--- config.mk ---
export PLATFORM = sky130hd
export DESIGN_NAME = ahb_bus_arbiter
export DESIGN_NICKNAME = d
export VERILOG_FILES = /design/src/rtl/ahb_bus_arbiter.sv
export SDC_FILE = /design/constraint.sdc
export NUM_CORES = 1
export LEC_CHECK = 0
export CORE_MARGIN = 3
export CORE_UTILIZATION = 40
export CTS_CLUSTER_SIZE = 25
export DETAILED_ROUTE_END_ITERATION = 7
export PLACE_DENSITY = 0.83
export SLEW_MARGIN = 30
export SYNTH_ARGS = -nofsm -noshare
export SYNTH_HDL_FRONTEND = slang
export SYNTH_SLANG_ARGS = --single-unit
--- constraint.sdc ---
create_clock -name clk -period 2.14 [get_ports clk]
set_clock_uncertainty 0.1 [all_clocks]
set_input_delay 0.428 -clock clk [delete_from_list [all_inputs] [get_ports clk]]
set_output_delay 0.428 -clock clk [all_outputs]
set_load 0.03 [all_outputs]
--- src/rtl/ahb_bus_arbiter.sv ---
// Single-master AHB sequencer shared between instruction fetch and load/store.
// One NONSEQ single-beat transfer at a time, with wait states, ERROR response, timeout and anti-starvation.
module ahb_bus_arbiter #(
    parameter int STARVE_LIMIT = 4,
    parameter int TIMEOUT      = 16
) (
    input  logic        clk,
    input  logic        reset,
    input  logic        if_req,
    input  logic [31:0] if_addr,
    output logic        if_gnt,
    output logic        if_done,
    output logic        if_err,
    output logic [31:0] if_rdata,
    input  logic        d_req,
    input  logic        d_write,
    input  logic [2:0]  d_size,
    input  logic [31:0] d_addr,
    input  logic [31:0] d_wdata,
    output logic        d_gnt,
    output logic        d_done,
    output logic        d_err,
    output logic [31:0] d_rdata,
    output logic [1:0]  htrans,
    output logic [31:0] haddr,
    output logic        hwrite,
    output logic [2:0]  hsize,
    output logic [3:0]  hprot,
    output logic [31:0] hwdata,
    output logic        hmaster,
    input  logic [31:0] hrdata,
    input  logic        hready,
    input  logic        hresp
);

    typedef enum logic [2:0] {
        IDLE = 3'd0,
        ADDR = 3'd1,
        DATA = 3'd2,
        ERR  = 3'd3,
        REJ  = 3'd4
    } state_t;

    localparam logic [1:0] TRANS_IDLE   = 2'b00;
    localparam logic [1:0] TRANS_NONSEQ = 2'b10;
    localparam logic [3:0] STARVE_LIM   = 4'(STARVE_LIMIT);
    localparam logic [7:0] TIMEOUT_LIM  = 8'(TIMEOUT);

    state_t      state, state_n;
    logic [3:0]  starve_cnt, starve_n;
    logic [7:0]  wait_cnt, wait_n;
    logic [31:0] wdata_lat, wdata_n;

    logic        if_gnt_n, if_done_n, if_err_n;
    logic        d_gnt_n, d_done_n, d_err_n;
    logic [31:0] if_rdata_n, d_rdata_n;
    logic [1:0]  htrans_n;
    logic [31:0] haddr_n, hwdata_n;
    logic        hwrite_n, hmaster_n;
    logic [2:0]  hsize_n;
    logic [3:0]  hprot_n;

    logic        pick_if, d_aligned, fin_ok, fin_err;
    logic [7:0]  wait_inc;

    always_ff @(posedge clk or negedge reset) begin
        if (!reset) begin
            state      <= IDLE;
            starve_cnt <= '0;
            wait_cnt   <= '0;
            wdata_lat  <= '0;
            if_gnt     <= 1'b0;
            if_done    <= 1'b0;
            if_err     <= 1'b0;
            if_rdata   <= '0;
            d_gnt      <= 1'b0;
            d_done     <= 1'b0;
            d_err      <= 1'b0;
            d_rdata    <= '0;
            htrans     <= TRANS_IDLE;
            haddr      <= '0;
            hwrite     <= 1'b0;
            hsize      <= '0;
            hprot      <= '0;
            hwdata     <= '0;
            hmaster    <= 1'b0;
        end else begin
            state      <= state_n;
            starve_cnt <= starve_n;
            wait_cnt   <= wait_n;
            wdata_lat  <= wdata_n;
            if_gnt     <= if_gnt_n;
            if_done    <= if_done_n;
            if_err     <= if_err_n;
            if_rdata   <= if_rdata_n;
            d_gnt      <= d_gnt_n;
            d_done     <= d_done_n;
            d_err      <= d_err_n;
            d_rdata    <= d_rdata_n;
            htrans     <= htrans_n;
            haddr      <= haddr_n;
            hwrite     <= hwrite_n;
            hsize      <= hsize_n;
            hprot      <= hprot_n;
            hwdata     <= hwdata_n;
            hmaster    <= hmaster_n;
        end
    end

    always_comb begin
        pick_if  = if_req && (!d_req || (starve_cnt >= STARVE_LIM));
        wait_inc = wait_cnt + 8'd1;
        case (d_size)
            3'd0:    d_aligned = 1'b1;
            3'd1:    d_aligned = !d_addr[0];
            3'd2:    d_aligned = (d_addr[1:0] == 2'b00);
            default: d_aligned = 1'b0;
        endcase
    end

    always_comb begin
        state_n    = state;
        starve_n   = starve_cnt;
        wait_n     = wait_cnt;
        wdata_n    = wdata_lat;
        if_gnt_n   = 1'b0;
        if_done_n  = 1'b0;
        if_err_n   = 1'b0;
        if_rdata_n = if_rdata;
        d_gnt_n    = 1'b0;
        d_done_n   = 1'b0;
        d_err_n    = 1'b0;
        d_rdata_n  = d_rdata;
        htrans_n   = htrans;
        haddr_n    = haddr;
        hwrite_n   = hwrite;
        hsize_n    = hsize;
        hprot_n    = hprot;
        hwdata_n   = hwdata;
        hmaster_n  = hmaster;
        fin_ok     = 1'b0;
        fin_err    = 1'b0;

        case (state)
            IDLE: begin
                htrans_n = TRANS_IDLE;
                if (pick_if) begin
                    if_gnt_n  = 1'b1;
                    haddr_n   = if_addr;
                    hwrite_n  = 1'b0;
                    hsize_n   = 3'b010;
                    hprot_n   = 4'b0010;
                    hmaster_n = 1'b0;
                    wait_n    = '0;
                    htrans_n  = TRANS_NONSEQ;
                    state_n   = ADDR;
                end else if (d_req) begin
                    d_gnt_n = 1'b1;
                    // Illegal size/alignment is answered locally; the bus never sees it.
                    if (d_aligned) begin
                        haddr_n   = d_addr;
                        hwrite_n  = d_write;
                        hsize_n   = d_size;
                        hprot_n   = 4'b0011;
                        wdata_n   = d_wdata;
                        hmaster_n = 1'b1;
                        wait_n    = '0;
                        htrans_n  = TRANS_NONSEQ;
                        state_n   = ADDR;
                    end else begin
                        state_n = REJ;
                    end
                end
            end
            ADDR: begin
                if (hready) begin
                    htrans_n = TRANS_IDLE;
                    hwdata_n = wdata_lat;
                    state_n  = DATA;
                end else if (wait_inc == TIMEOUT_LIM) begin
                    fin_err = 1'b1;
                end else begin
                    wait_n = wait_inc;
                end
            end
            DATA: begin
                if (hready) begin
                    fin_ok  = !hresp;
                    fin_err = hresp;
                end else if (wait_inc == TIMEOUT_LIM) begin
                    fin_err = 1'b1;
                end else begin
                    wait_n = wait_inc;
                    if (hresp) begin
                        state_n = ERR;
                    end
                end
            end
            ERR: begin
                if (hready || (wait_inc == TIMEOUT_LIM)) begin
                    fin_err = 1'b1;
                end else begin
                    wait_n = wait_inc;
                end
            end
            REJ: begin
                d_done_n = 1'b1;
                d_err_n  = 1'b1;
                state_n  = IDLE;
            end
            default: begin
                state_n = IDLE;
            end
        endcase

        // Completion is routed to whichever requester currently owns the bus.
        if (fin_ok || fin_err) begin
            state_n  = IDLE;
            htrans_n = TRANS_IDLE;
            if (hmaster) begin
                d_done_n  = 1'b1;
                d_err_n   = fin_err;
                d_rdata_n = fin_err ? 32'd0 : hrdata;
            end else begin
                if_done_n  = 1'b1;
                if_err_n   = fin_err;
                if_rdata_n = fin_err ? 32'd0 : hrdata;
            end
        end

        if (!if_req || if_gnt_n) begin
            starve_n = '0;
        end else if (d_gnt_n && (starve_cnt != 4'hF)) begin
            starve_n = starve_cnt + 4'd1;
        end
    end

endmodule

# Word-level counts from Yosys, hierarchy flattened
# Cells that the tools add are included.
[word_totals] elab_cells=132 input_bits=138 ff_bits=192 out_inout_bits=145
[op_classes] reduce_logical=27 bitwise_logic=2 order_cmp=1 n_addsub=2 n_eq_ne=19 muxes=62
[ops] op="$mux W32" n=4
[ops] op="$mux W8" n=6
[ops] op="$mux W3" n=11
[ops] op="$mux W1" n=26
[ops] op="$pmux W8 S3" n=1
[ops] op="$mux W4" n=5
[ops] op="$ne A3 B3 Y1 const B" n=6
[ops] op="$pmux W3 S4" n=1
[ops] op="$reduce_and A6 Y1" n=2
[ops] op="$mux W2" n=5
[ops] op="$eq A3 B2 Y1 const B" n=3
[ops] op="$add A8 B1 Y8 const B" n=1
[ops] op="$eq A8 B5 Y1 const B" n=1
[ops] op="$ne A2 B2 Y1 const B" n=4
[ops] op="$ne A4 B4 Y1 const B" n=2
[ops] op="$reduce_and A2 Y1" n=4
[ops] op="$eq A3 B1 Y1 const B" n=2
[ops] op="$logic_not A3 Y1" n=2
[ops] op="$pmux W1 S3" n=2
[ops] op="$reduce_bool A2 Y1" n=3
[ops] op="$reduce_bool A3 Y1" n=2
[ops] op="$add A4 B1 Y4 const B" n=1
[ops] op="$ge A4 B3 Y1 const B" n=1
[ops] op="$logic_not A1 Y1" n=4
[ops] op="9 further kinds" n=14

# Depth between registers and ports, before layout
# Gate-level depths: netlist of the first run.
[logic_depth] depth_word=8 depth_mapped=8 ltp_nobuf=6

# Least setup slack after synthesis of the first run
# OpenSTA, ideal clock, no wires.
[synth_path] path_kind="register to register" from="register wait_cnt[3]" to="register d_rdata[10]" required_ps=1919 path_stages_with_launch=8 setup_slack_ps=123 arrival_time_ps=1797 synth_period_minus_slack_ps=2017 n_path_buf=2 setup_ps=121 path_cell_list="dfrtp_1 -> buf_6 -> a311oi_2 -> a31oi_1 -> o31ai_4 -> nand3_4 -> buf_6 -> a22o_1"
[synth_between] elab_chain_len=7 word_cells_on_any_way=11 cone_classes="1 x add/sub; 1 x eq/ne; 6 x mux; 3 x reduce/logical"
[synth_rtl] element="from (decl)" line="51" text="logic [7:0] wait_cnt, wait_n;"
[synth_rtl] element="from (signal assigned)" line="90" text="wait_cnt <= wait_n;"
[synth_rtl] element="$add A8 B1 Y8 (*)" line="112" text="wait_inc = wait_cnt + 8'd1;"
[synth_rtl] element="$eq A8 B5 Y1 (*)" line="180, 190, 200"
[synth_rtl] element="$mux W1 / $logic_or A1 B1 Y1 (equally long branches)" line="180, 190, 200"
[synth_rtl] element="$mux W1, on equally long branches" line="187, 176, 200"
[synth_rtl] element="$pmux W1 S3 (*)" line="144" text="case (state)"
[synth_rtl] element="$logic_or A1 B1 Y1" line="217" text="if (fin_ok || fin_err) begin"
[synth_rtl] element="$reduce_and A2 Y1 (no line)"
[synth_rtl] element="to (signal assigned)" line="99" text="d_rdata <= d_rdata_n;"
[synth_rtl] element="to (decl)" line="23" text="output logic [31:0] d_rdata,"
# Mark *: on every way between the ends. The rest lies on a longest branch, timed or not.
# A chain may end at the register's enable or synchronous reset.

# Worst setup path after layout of the first run
[layout_path] from="register wait_cnt[0]" to="register d_rdata[5]"
# The elaborated chain is that of the path after synthesis.

==> results of run 1 <==
[power by group]
group | total (uW) | internal [uW] | switching (uW) | leakage (uW)
combinational | 8400 | 3870 | 4540 | 0.00251
sequential | 6060 | 5140 | 919 | 0.00237
clock | 3270 | 1810 | 1460 | 0.000302
total | 17700 | 10800 | 6920 | 0.00518
[per-layer routing]
metal  wire length (um)  global-route usage [%]
met4                281                    4.41
met5                  0                       0
met1               7810                    22.9
met2               9910                    32.2
met3               2010                    8.09
[cell usage after synthesis, types with 7 or more instances]
cell and count:
inv_1 10, buf_6 7, nand3_1 12, mux2i_1 33, mux2_2 65, o21ai_0 8, buf_2 22, nand2_1 15
nor2_1 55, dfrtp_1 188, a21oi_1 39, a22o_1 64
[through the flow]
step | util [%] | instance area (um2) | setup TNS [ns] | setup slack [ns] | hold slack (ns)
global placement | 59.7 | 10900 | -18.74 | -0.241 | 0.270
finish | 63.6 | 11700 | -0.00280 | -0.00181 | 0.380
floorplan | - | 7610 | 0 | 0.123 | 0.0324
global route | 63.6 | 11700 | -1.20 | -0.0434 | 0.409
detailed placement | 59.7 | 10900 | -23.95 | -0.287 | 0.270
CTS | 63.2 | 11600 | 0 | 0.00560 | 0.382
[registers in the layout (all words and copies together) (netlist names)]
signal	count
if_gnt	1
hsize	3
haddr	32
wdata_lat	32
hprot	2
d_done	1
d_rdata	32
state	3
if_err	1
starve_cnt	4
d_err	1
wait_cnt	8
if_rdata	32
hwrite	1
hwdata	32
htrans	1
d_gnt	1
if_done	1
[final timing paths]
| check | from | endpoint | cells past startpoint |
|---|---|---|---|
| max | wait_cnt[0]$_DFFE_PN0P_ | d_rdata[5]$_DFFE_PN0P_ | 8 |
| max reg2reg | wait_cnt[0]$_DFFE_PN0P_ | d_rdata[5]$_DFFE_PN0P_ | 8 |
| min in group clk | d_rdata[16]$_DFFE_PN0P_ | d_rdata[16]$_DFFE_PN0P_ | 1 |
| min reg2reg | d_rdata[16]$_DFFE_PN0P_ | d_rdata[16]$_DFFE_PN0P_ | 1 |
| max in group asynchronous | reset | wdata_lat[21]$_DFFE_PN0P_ | 3 |
| min | reset | if_rdata[0]$_DFFE_PN0P_ | 2 |
[cell type report]
class,instances,area [um2]
Fill cell,1377,6680
Sequential cell,188,4710
Clock buffer,18,439
Multi-Input combinational cell,344,2710
Timing Repair Buffer,329,3300
Inverter,10,37.5
Clock inverter,14,178
Tap cell,229,287
[logic make-up after synthesis]
kind of cell	Yosys count	synth area share [%]
compound gates	131	12.7
xor+xnor	4	0.461
fa+ha+maj	3	0.494
other cells	1	0.0493
simple gates	105	6.53
mux	98	14.0
flops	188	61.9
buf+inv	51	3.87
[what timing repair did]
action | CTS | global route
resized for setup | 5 | 13
setup buffers | 2 | 1
endpoints found under the setup margin | 52 | 70
hold endpoints to repair | 34 | 0
pin swaps | 1 | 3
hold buffers | 1 | 0
[critical path, delay by kind of cell, from the launching register on]
| kind | cells | cell delay, ns |
|---|---|---|
| simple gates | 1 | 0.10 |
| compound gates | 4 | 0.81 |
| flops | 1 | 0.46 |
| buf+inv | 3 | 0.54 |
[layout by cell type (no fill, tap or decap), types with 3 or more instances in the layout]
cell and count:
buf_12 10, o21ai_0 8, buf_4 38, clkdlybuf4s50_1 276, inv_1 10, nand2_1 14, mux2_2 65, or4_1 4
dfrtp_1 184, dfrtp_2 4, inv_8 4, mux2i_1 33, nor3_1 3, conb_1 3, a31oi_1 4, a22o_1 64
o211ai_1 3, a21oi_1 39, nand3_1 12, clkbuf_16 17, nor2_1 51, clkinv_4 3
==> flow_summary.json, run 1 <==
{
  "status": "finished, violations left",
  "failed_checks": "negative setup slack",
  "final_period_minus_worst_setup_slack_ns": 2.14,
  "synthToLayoutAreaGrowth_pct": 53.3,
  "clk_latency_ns": 0.42,
  "worst_ir_drop_vdd_mv": 0.730,
  "ys.flop_type": "dfrtp_1",
  "r2r_slack_ns": -0.002,
  "clock_sink_count": 188,
  "max_slew_margin_pct": 66.2,
  "layout_setup_ws_ns": -0.00181,
  "cap_viol_max_count": 0,
  "timing_worst_setup_path_type": "reg2reg",
  "finalPower_uw": 17700,
  "dieArea_mm2": 0.0207,
  "synth-seq-area-share_pct": 61.9,
  "p_per_area_mw_per_mm2": 1520,
  "routedWlPerCell_um": 17.7,
  "ctsRootBufferMaster": "clkbuf_16",
  "synth_area_mm2": 0.00760,
  "clock_buffers_created_by_tritoncts": 17,
  "floorplan.initialDensity_pct": 41.5,
  "synth_edf_count": 0,
  "timing_worst_slew_pin_value_ns": 0.504,
  "drt.antenna.violating_nets": 0,
  "synth_top_cell_area_share_pct": 61.9,
  "cts_max_level": 4,
  "clkTransAtPathRegs_ns": 0.07,
  "route.detailed.drc": 0,
  "synthesis.yosys.warnings": 0,
  "worstSetupEndpointType": "flip-flop",
  "clock_tree_from_tritoncts": "done",
  "slew_violations": 0,
  "routabilityCongestion": 0.828,
  "finalCritPeriodShare_pct": 100,
  "fin_cells": 1132,
  "drive_above_1_share_pct": 18.8,
  "detailed_place_hpwl_mm": 14.5,
  "fmax_mhz": 467,
  "syn_avg_cell_area_um2": 13.1,
  "drt_pre_antenna_iters": 4,
  "route.vias.total": 5890,
  "synthesis.instances": 581,
  "grt_setup_unrepaired": "yes",
  "antenna-diode-count": 0,
  "ios": 283,
  "synthArstFlopShare_pct": 100,
  "critical_path_arrival_ns": 2.34,
  "power.leakage_uw": 0.00518,
  "cp_cell_sequence": "a311oi_2 -> a31oi_1 -> buf_4 -> o31ai_4 -> buf_4 -> nand3_4 -> buf_12 -> a22o_1",
  "die_y_um": 144,
  "min-delay-path-class": "in2async",
  "timing.critical_path.mode_cell": "buf_4",
  "row_count": 49,
  "grt_pass1_vias": 5973,
  "final_hold_vio_count": 0,
  "crit_path_top_delay_cell": "dfrtp_2",
  "critPathMaxStageDelay_ns": 0.46,
  "max-clock-path-buffers": 2,
  "synth_top_cells_by_area": "dfrtp_1 62%, mux2_2 9.6%, a22o_1 7.4%",
  "detailedRoute.firstIterationViolations": 280,
  "worst_setup_path_start_kind": "flip-flop",
  "synth_cell_type_count": 44,
  "largest_net_degree_at_the_start_of_global_routing": 60,
  "gr-usage-all-layers_pct": 19.1,
  "crit_fanout": 32,
  "grt_ovf": 0,
  "avgViaCountPerCell": 5.20,
  "post-place-cells": 1096,
  "worstPathRequired_ns": 2.34,
  "number_of_antenna_violations_at_the_first_check_in_global_routing": 0,
  "die_width_um": 144,
  "synth.ff_latch_count": 188,
  "layout.nets": 1031,
  "design.core.area_mm2": 0.0183,
  "io_buffer_count": 279,
  "grt_first_pass_wirelength_mm": 31.2,
  "drt-total-wl_mm": 20.0,
  "synth_top_area_cell": "dfrtp_1",
  "setup_viol": 3
}
Note: power is estimated with default switching activity, not from simulation.
==> inputs of run 2 (changes only) <==
--- a/config.mk
+++ b/config.mk
@@ -5,11 +5,13 @@
 export SDC_FILE = /design/constraint.sdc
 export NUM_CORES = 1
 export LEC_CHECK = 0
+export ABC_AREA = 1
+export ABC_CLOCK_PERIOD_IN_PS = 2140
 export CORE_MARGIN = 3
-export CORE_UTILIZATION = 40
-export CTS_CLUSTER_SIZE = 25
+export CORE_UTILIZATION = 41
+export CTS_CLUSTER_SIZE = 20
 export DETAILED_ROUTE_END_ITERATION = 7
-export PLACE_DENSITY = 0.83
+export PLACE_DENSITY = 0.84
 export SLEW_MARGIN = 30
 export SYNTH_ARGS = -nofsm -noshare
 export SYNTH_HDL_FRONTEND = slang
==> run 2 against run 1 <==
Effect of this change:
- the flow now finishes without violations
- clock-buffer cell count unchanged
- final area grew 2.6%
- wire length up 11%
- sequential share of layout area shrank 1.1 points
- cell count grew 29%
- combinational power shrank 12%
- non-clock buffer count shrank 2
- critical endpoint is now haddr[25]
- largest cell class unchanged
- largest power group unchanged
==> flow_summary.json, run 2 <==
{
  "detailedRoute.firstIterationViolations": 471,
  "post-place-cells": 1425,
  "detailed_place_hpwl_mm": 15.9,
  "synth_area_mm2": 0.00797,
  "critical_path.top_delay_family": "buffers and inverters",
  "timing_worst_setup_path_type": "reg2out",
  "reg2regPathDepth": 14,
  "finalPower_uw": 16100,
  "slew_violations": 0,
  "drive_above_1_share_pct": 8.41,
  "antenna-diode-count": 0,
  "crit_fanout": 2,
  "cts_max_level": 4,
  "clk_latency_ns": 0.42,
  "grt_ovf": 0,
  "synth_top_cells_by_count": "282 x nand2_1, 188 x dfrtp_1, 91 x nor2_1",
  "synth_cell_type_count": 31,
  "timing_worst_slew_pin_value_ns": 0.577,
  "dieArea_mm2": 0.0211,
  "critical_path_arrival_ns": 1.54,
  "layout.nets": 1329,
  "setup_viol": 0,
  "number_of_antenna_violations_at_the_first_check_in_global_routing": 0,
  "synthesis.instances": 899,
  "max-clock-path-buffers": 2,
  "final_period_minus_worst_setup_slack_ns": 2.07,
  "synthArstFlopShare_pct": 100,
  "p_sw_uw": 6590,
  "cp.depth": 1,
  "internal-power_uw": 9520,
  "postPlaceCellArea_mm2": 0.0113,
  "power.combinational.fraction_pct": 45.9,
  "filler_cell_count": 1544,
  "ctsRootBufferMaster": "clkbuf_16",
  "drt.antenna.violating_nets": 0,
  "grt_first_pass_wirelength_mm": 36.1,
  "fin_area_mm2": 0.0120,
  "finalCritPeriodShare_pct": 96.6,
  "synthesis.yosys.warnings": 0,
  "pwr-share-clk_pct": 19.4,
  "die_y_um": 145,
  "fin_cells": 1461,
  "max_slew_margin_pct": 61.5,
  "synth_edf_count": 0,
  "power.share.sequential_pct": 34.6,
  "synth-seq-area-share_pct": 59.0,
  "clkTransAtPathRegs_ns": 0.07,
  "clock_tree_from_tritoncts": "done",
  "switching_share_pct": 40.9,
  "crit_path_top_delay_cell": "clkdlybuf4s50_1",
  "layout.cells.most_common": "nand2_1",
  "power.leakage_uw": 0.00566,
  "routabilityCongestion": 0.853,
  "grt_pass1_vias": 7070,
  "synth_top_area_cell": "dfrtp_1",
  "drt-total-wl_mm": 22.2,
  "p_per_area_mw_per_mm2": 1350,
  "setup_tns_ns": 0,
  "holdPathStages": 2,
  "synth_most_common_cell": "nand2_1",
  "critPathMaxStageDelay_ns": 0.71,
  "synthToLayoutAreaGrowth_pct": 50.1,
  "ios": 283,
  "timing.critical_path.buf_inv": 1,
  "die_width_um": 145,
  "cp_cell_sequence": "clkdlybuf4s50_1",
  "route.vias.total": 7271,
  "clock_sink_count": 188,
  "worst_setup_path_start_kind": "flip-flop",
  "synth_top_cells_by_area": "dfrtp_1 59%, nand2_1 13%, nand4_1 5.2%",
  "fmax_mhz": 484,
  "row_count": 50,
  "most-common-layout-cells": "281 x nand2_1, 276 x clkdlybuf4s50_1, 187 x dfrtp_1, 87 x nor2_1, 66 x nand4_1",
  "synth_top_cell_area_share_pct": 59.0,
  "io_buffer_count": 279,
  "status": "finished, final reports clean",
  "syn_avg_cell_area_um2": 8.87,
  "routedWlPerCell_um": 15.2,
  "drt_pre_antenna_iters": 5,
  "min-delay-path-class": "reg2reg",
  "cap_viol_max_count": 0,
  "clock_buffers_created_by_tritoncts": 17,
  "synth.ff_latch_count": 188,
  "largest_net_degree_at_the_start_of_global_routing": 66,
  "ys.flop_type": "dfrtp_1",
  "worstSetupEndpointType": "output pin",
  "route.detailed.drc": 0,
  "worstPathRequired_ns": 1.61,
  "avgViaCountPerCell": 4.98,
  "floorplan.initialDensity_pct": 42.2,
  "final_hold_vio_count": 0,
  "gr-usage-all-layers_pct": 20.9,
  "fin_hold_ws_ns": 0.370,
  "worst_ir_drop_vdd_mv": 0.856,
  "design.core.area_mm2": 0.0189
}
==> run 2: cell types whose count changed after synthesis, sizes merged, moves of 33 or more <==
cell   previous run  this run
nand2            15       287
mux2             65         0
a22o             64         0
nand4             2        66
inv              10        61
o21ai             8        48
nor2             55        92
mux2i            33         0
==> run 2: power groups by stage <==
| stage | clock network [uW] | registers, uW | logic, uW |
|---|---|---|---|
| 3_5_place_dp | 0 | 5630 | 7430 |
| 4_1_cts | 3200 | 5590 | 7440 |
| 2_1_floorplan | 0 | 7480 | 2230 |
| 6_report | 3130 | 5580 | 7400 |
| 5_1_grt | 3360 | 5740 | 7970 |
| 3_3_place_gp | 0 | 5580 | 7280 |
==> run 2: kinds of logic (layout without fill, tap and decap cells) <==
group,count (synthesis),after routing,share of synthesized area [%]
other cells,1,3,0.0471
simple gates,464,464,24.7
buf+inv,121,421,7.24
compound gates,121,121,8.38
flops,188,188,59.0
xor+xnor,1,1,0.110
fa+ha+maj,3,3,0.471
==> run 2: worst register-to-register path, cell delays in order, from the launching register on <==
cell	delay, ns
dfrtp_1	0.49
nand2_1	0.10
nor2_2	0.12
nand2_1	0.07
nand2_1	0.08
nand2_1	0.09
nor2_2	0.13
nand2_1	0.07
nand2_2	0.09
nand2_4	0.09
nand2_4	0.11
nand2_4	0.07
buf_12	0.17
nand2_1	0.07
nand2_1	0.05
==> run 2: final cells by class <==
class                           count  area [um2]  area share [%]
Clock inverter                     14         151            1.27
Multi-Input combinational cell    592        2740            22.9
Tap cell                          260         325            2.72
Inverter                           62         233            1.95
Clock buffer                       18         429            3.59
Timing Repair Buffer              327        3380            28.3
Sequential cell                   188        4710            39.3
==> run 2: per-layer routing <==
layer,global-route usage (%),wire (um)
met5,0,0
met4,8.02,683
met3,6.45,1840
met2,34.2,10600
met1,26.1,9120
==> run 2: timing repair <==
| item | CTS | global route |
|---|---|---|
| resized for setup | 0 | 7 |
| setup buffers | 0 | 3 |
| endpoints found under the setup margin | 0 | 65 |
| hold buffers | 1 | 0 |
| endpoints found under the hold margin | 60 | 0 |
==> run 2: path summary, 6_finish.rpt <==
kind / startpoint / to / slack, ns
max: haddr[25]$_DFFE_PN0P_ / haddr[25] / 0.07
min in group asynchronous: reset / d_err$_DFF_PN0_ / 0.49
max reg2reg: wait_cnt[3]$_DFFE_PN0P_ / if_rdata[4]$_DFFE_PN0P_ / 0.10
max in group asynchronous: reset / hsize[2]$_DFFE_PN0P_ / 0.85
min reg2reg: if_rdata[22]$_DFFE_PN0P_ / if_rdata[22]$_DFFE_PN0P_ / 0.37
min: if_rdata[22]$_DFFE_PN0P_ / if_rdata[22]$_DFFE_PN0P_ / 0.37
==> run 2: per-stage QoR <==
step / setup slack (ns) / utilization (%)
floorplan: 0.245 / -
global placement: -0.0837 / 60.0
detailed placement: -0.116 / 60.0
CTS: 0.0270 / 63.1
global route: -0.0683 / 63.3
finish: 0.0733 / 63.3
==> inputs of run 3 (changes only) <==
--- a/config.mk
+++ b/config.mk
@@ -11,6 +11,7 @@
 export CORE_UTILIZATION = 41
 export CTS_CLUSTER_SIZE = 20
 export DETAILED_ROUTE_END_ITERATION = 7
+export GPL_TIMING_DRIVEN = 0
 export PLACE_DENSITY = 0.84
 export SLEW_MARGIN = 30
 export SYNTH_ARGS = -nofsm -noshare
==> constraint.sdc (replaced) <==
create_clock -name clk -period 2.14 [get_ports clk]
set_clock_uncertainty 0.1 [all_clocks]
set_input_delay 0.214 -clock clk [delete_from_list [all_inputs] [get_ports clk]]
set_output_delay 0.214 -clock clk [all_outputs]
set_load 0.03 [all_outputs]
==> run 3 against run 2 <==
Effect of this change:
- combinational power about the same
- sequential share of layout area increased by 0.37 points
- largest power group unchanged
- setup slack improved by 0.035 ns
- critical path depth increased by 13
- flip-flop and latch count unchanged
- die area unchanged
- cell count increased by 1.5%
- final area decreased by 0.90%
- clock-buffer cell count increased by 3
- first-iteration DRC count decreased by 15%
- register-to-register slack about the same
- power decreased by 0.17%
- highest routed layer unchanged
==> flow_summary.json, run 3 (synthesis results as in run 2) <==
{
  "timing.critical_path.buf_inv": 1,
  "min-delay-path-class": "in2async",
  "p_sw_uw": 6610,
  "max_slew_margin_pct": 58.6,
  "p_per_area_mw_per_mm2": 1360,
  "final_period_minus_worst_setup_slack_ns": 2.03,
  "ctsRootBufferMaster": "clkbuf_16",
  "filler_cell_count": 1573,
  "route.vias.total": 7388,
  "clock_sink_count": 188,
  "avgViaCountPerCell": 4.98,
  "timing_worst_setup_path_type": "reg2reg",
  "io_buffer_count": 279,
  "setup_viol": 0,
  "worstPathRequired_ns": 2.34,
  "timing.critical_path.mode_cell": "nand2_1",
  "ios": 283,
  "fmax_mhz": 492,
  "timing_worst_slew_pin_value_ns": 0.618,
  "power.share.sequential_pct": 34.9,
  "critical_path_arrival_ns": 2.23,
  "internal-power_uw": 9470,
  "power.combinational.fraction_pct": 45.9,
  "number_of_antenna_violations_at_the_first_check_in_global_routing": 0,
  "cts_max_level": 4,
  "dieArea_mm2": 0.0211,
  "gr-usage-all-layers_pct": 22.1,
  "drt.antenna.violating_nets": 0,
  "synthToLayoutAreaGrowth_pct": 48.7,
  "clk_latency_ns": 0.42,
  "routabilityCongestion": 0.841,
  "finalCritPeriodShare_pct": 94.9,
  "drt_pre_antenna_iters": 5,
  "clkTransAtPathRegs_ns": 0.07,
  "worst_ir_drop_vdd_mv": 0.781,
  "pwr-share-clk_pct": 19.2,
  "antenna-diode-count": 0,
  "layout.cells.most_common": "nand2_1",
  "grt_first_pass_wirelength_mm": 37.9,
  "final_hold_vio_count": 0,
  "worstSetupEndpointType": "flip-flop",
  "critPathMaxStageDelay_ns": 0.45,
  "detailedRoute.firstIterationViolations": 400,
  "grt_pass1_vias": 7341,
  "crit_path_top_delay_cell": "dfrtp_2",
  "cap_viol_max_count": 0,
  "clock_buffers_created_by_tritoncts": 17,
  "detailed_place_hpwl_mm": 17.7,
  "die_y_um": 145,
  "status": "finished, final reports clean",
  "layout.nets": 1351,
  "drive_above_1_share_pct": 8.09,
  "slew_violations": 0,
  "max-clock-path-buffers": 2,
  "crit_fanout": 10,
  "drt-total-wl_mm": 23.8,
  "switching_share_pct": 41.1,
  "power.leakage_uw": 0.00561,
  "detailedPlace.worstSlack_ns": -0.389,
  "clock_tree_from_tritoncts": "done",
  "floorplan.initialDensity_pct": 42.2,
  "die_width_um": 145,
  "most-common-layout-cells": "281 x nand2_1, 278 x clkdlybuf4s50_1, 186 x dfrtp_1, 88 x nor2_1, 66 x nand4_1",
  "fin_hold_ws_ns": 0.111,
  "layout_setup_ws_ns": 0.109,
  "design.core.area_mm2": 0.0189,
  "largest_net_degree_at_the_start_of_global_routing": 89,
  "critical_path.top_delay_family": "simple AND/OR/NAND/NOR gates",
  "routedWlPerCell_um": 16.0,
  "row_count": 50,
  "cp_cell_sequence": "ha_4 -> nand2_1 -> nand2_1 -> nor2_1 -> nand3_1 -> nor2_2 -> nand2_1 -> nand2_2 -> nand2_4 -> nand2_4 -> nand2_4 -> buf_6 -> nand2_1 -> nand2_1",
  "grt_ovf": 0,
  "worst_setup_path_start_kind": "flip-flop",
  "route.detailed.drc": 0,
  "post-route-util_pct": 62.7
}
## run 3: cell types whose count changed in the layout (fill, tap and decap cells not counted), moves of 3 or more
cell	before	now
clkbuf_2	0	8
buf_2	0	13
inv_8	4	1
buf_6	0	11
buf_12	18	0
clkbuf_1	1	21
buf_4	31	12
## run 3: layer usage
layer  track usage, %  part of all wire, %  routed length [um]  up-vias
li1                 -                    -                   -     3552
met4             6.17                  1.6                 378        0
met5                0                    0                   0        -
met3             7.54                  8.9                2110       30
met2             38.1                   50               11800      317
met1             26.4                   40                9470     3489
## run 3: through the flow
stage | power, uW | std cells | cell area, um2 | TNS [ns]
3_5_place_dp | 13000 | 1442 | 11200 | -23.23
5_1_grt | 17000 | 1483 | 11900 | -0.103
6_report | 16100 | 1483 | 11900 | 0
2_1_floorplan | 9700 | 901 | 7980 | 0
4_1_cts | 16100 | 1476 | 11800 | 0
3_3_place_gp | 12800 | 1440 | 11100 | -1303.71
## run 3: final timing paths
check,from,to,slack [ns],cells past startpoint
worst max-delay path,wait_cnt[0]$_DFFE_PN0P_,d_rdata[28]$_DFFE_PN0P_,0.11,14
worst min-delay path,reset,d_rdata[27]$_DFFE_PN0P_,0.11,2
worst max register to register,wait_cnt[0]$_DFFE_PN0P_,d_rdata[28]$_DFFE_PN0P_,0.11,14
worst min register to register,d_rdata[30]$_DFFE_PN0P_,d_rdata[30]$_DFFE_PN0P_,0.37,2
max in group asynchronous,reset,wdata_lat[12]$_DFFE_PN0P_,1.15,3
min in group clk,if_addr[31],haddr[31]$_DFFE_PN0P_,0.26,3
## run 3: area by class of cell
| class | count | area, um2 | share of cell area [%] |
|---|---|---|---|
| flip-flops and latches | 188 | 4710 | 39.7 |
| repair buffers | 290 | 2920 | 24.7 |
| multi-input cells | 592 | 2730 | 23.1 |
| clock buffers | 21 | 460 | 3.88 |
| plain buffers | 59 | 360 | 3.04 |
| well taps | 260 | 325 | 2.74 |
| inverters | 62 | 233 | 1.96 |
| clock inverters | 11 | 110 | 0.929 |
## run 3: repair_timing
action,4_1_cts,5_1_grt
pin swaps,1,2
endpoints found under the setup margin,99,138
gates resized for setup,3,26
hold buffers,1,0
setup buffers,1,7
endpoints found under the hold margin,188,0
## run 3: power groups by stage
stage | combinational, uW | sequential [uW] | clock, uW
after floorplan | 2230 | 7480 | 0
after global placement | 7150 | 5610 | 0
after detailed placement | 7310 | 5650 | 0
after CTS | 7350 | 5610 | 3140
after global routing | 7950 | 5760 | 3290
final | 7380 | 5610 | 3090
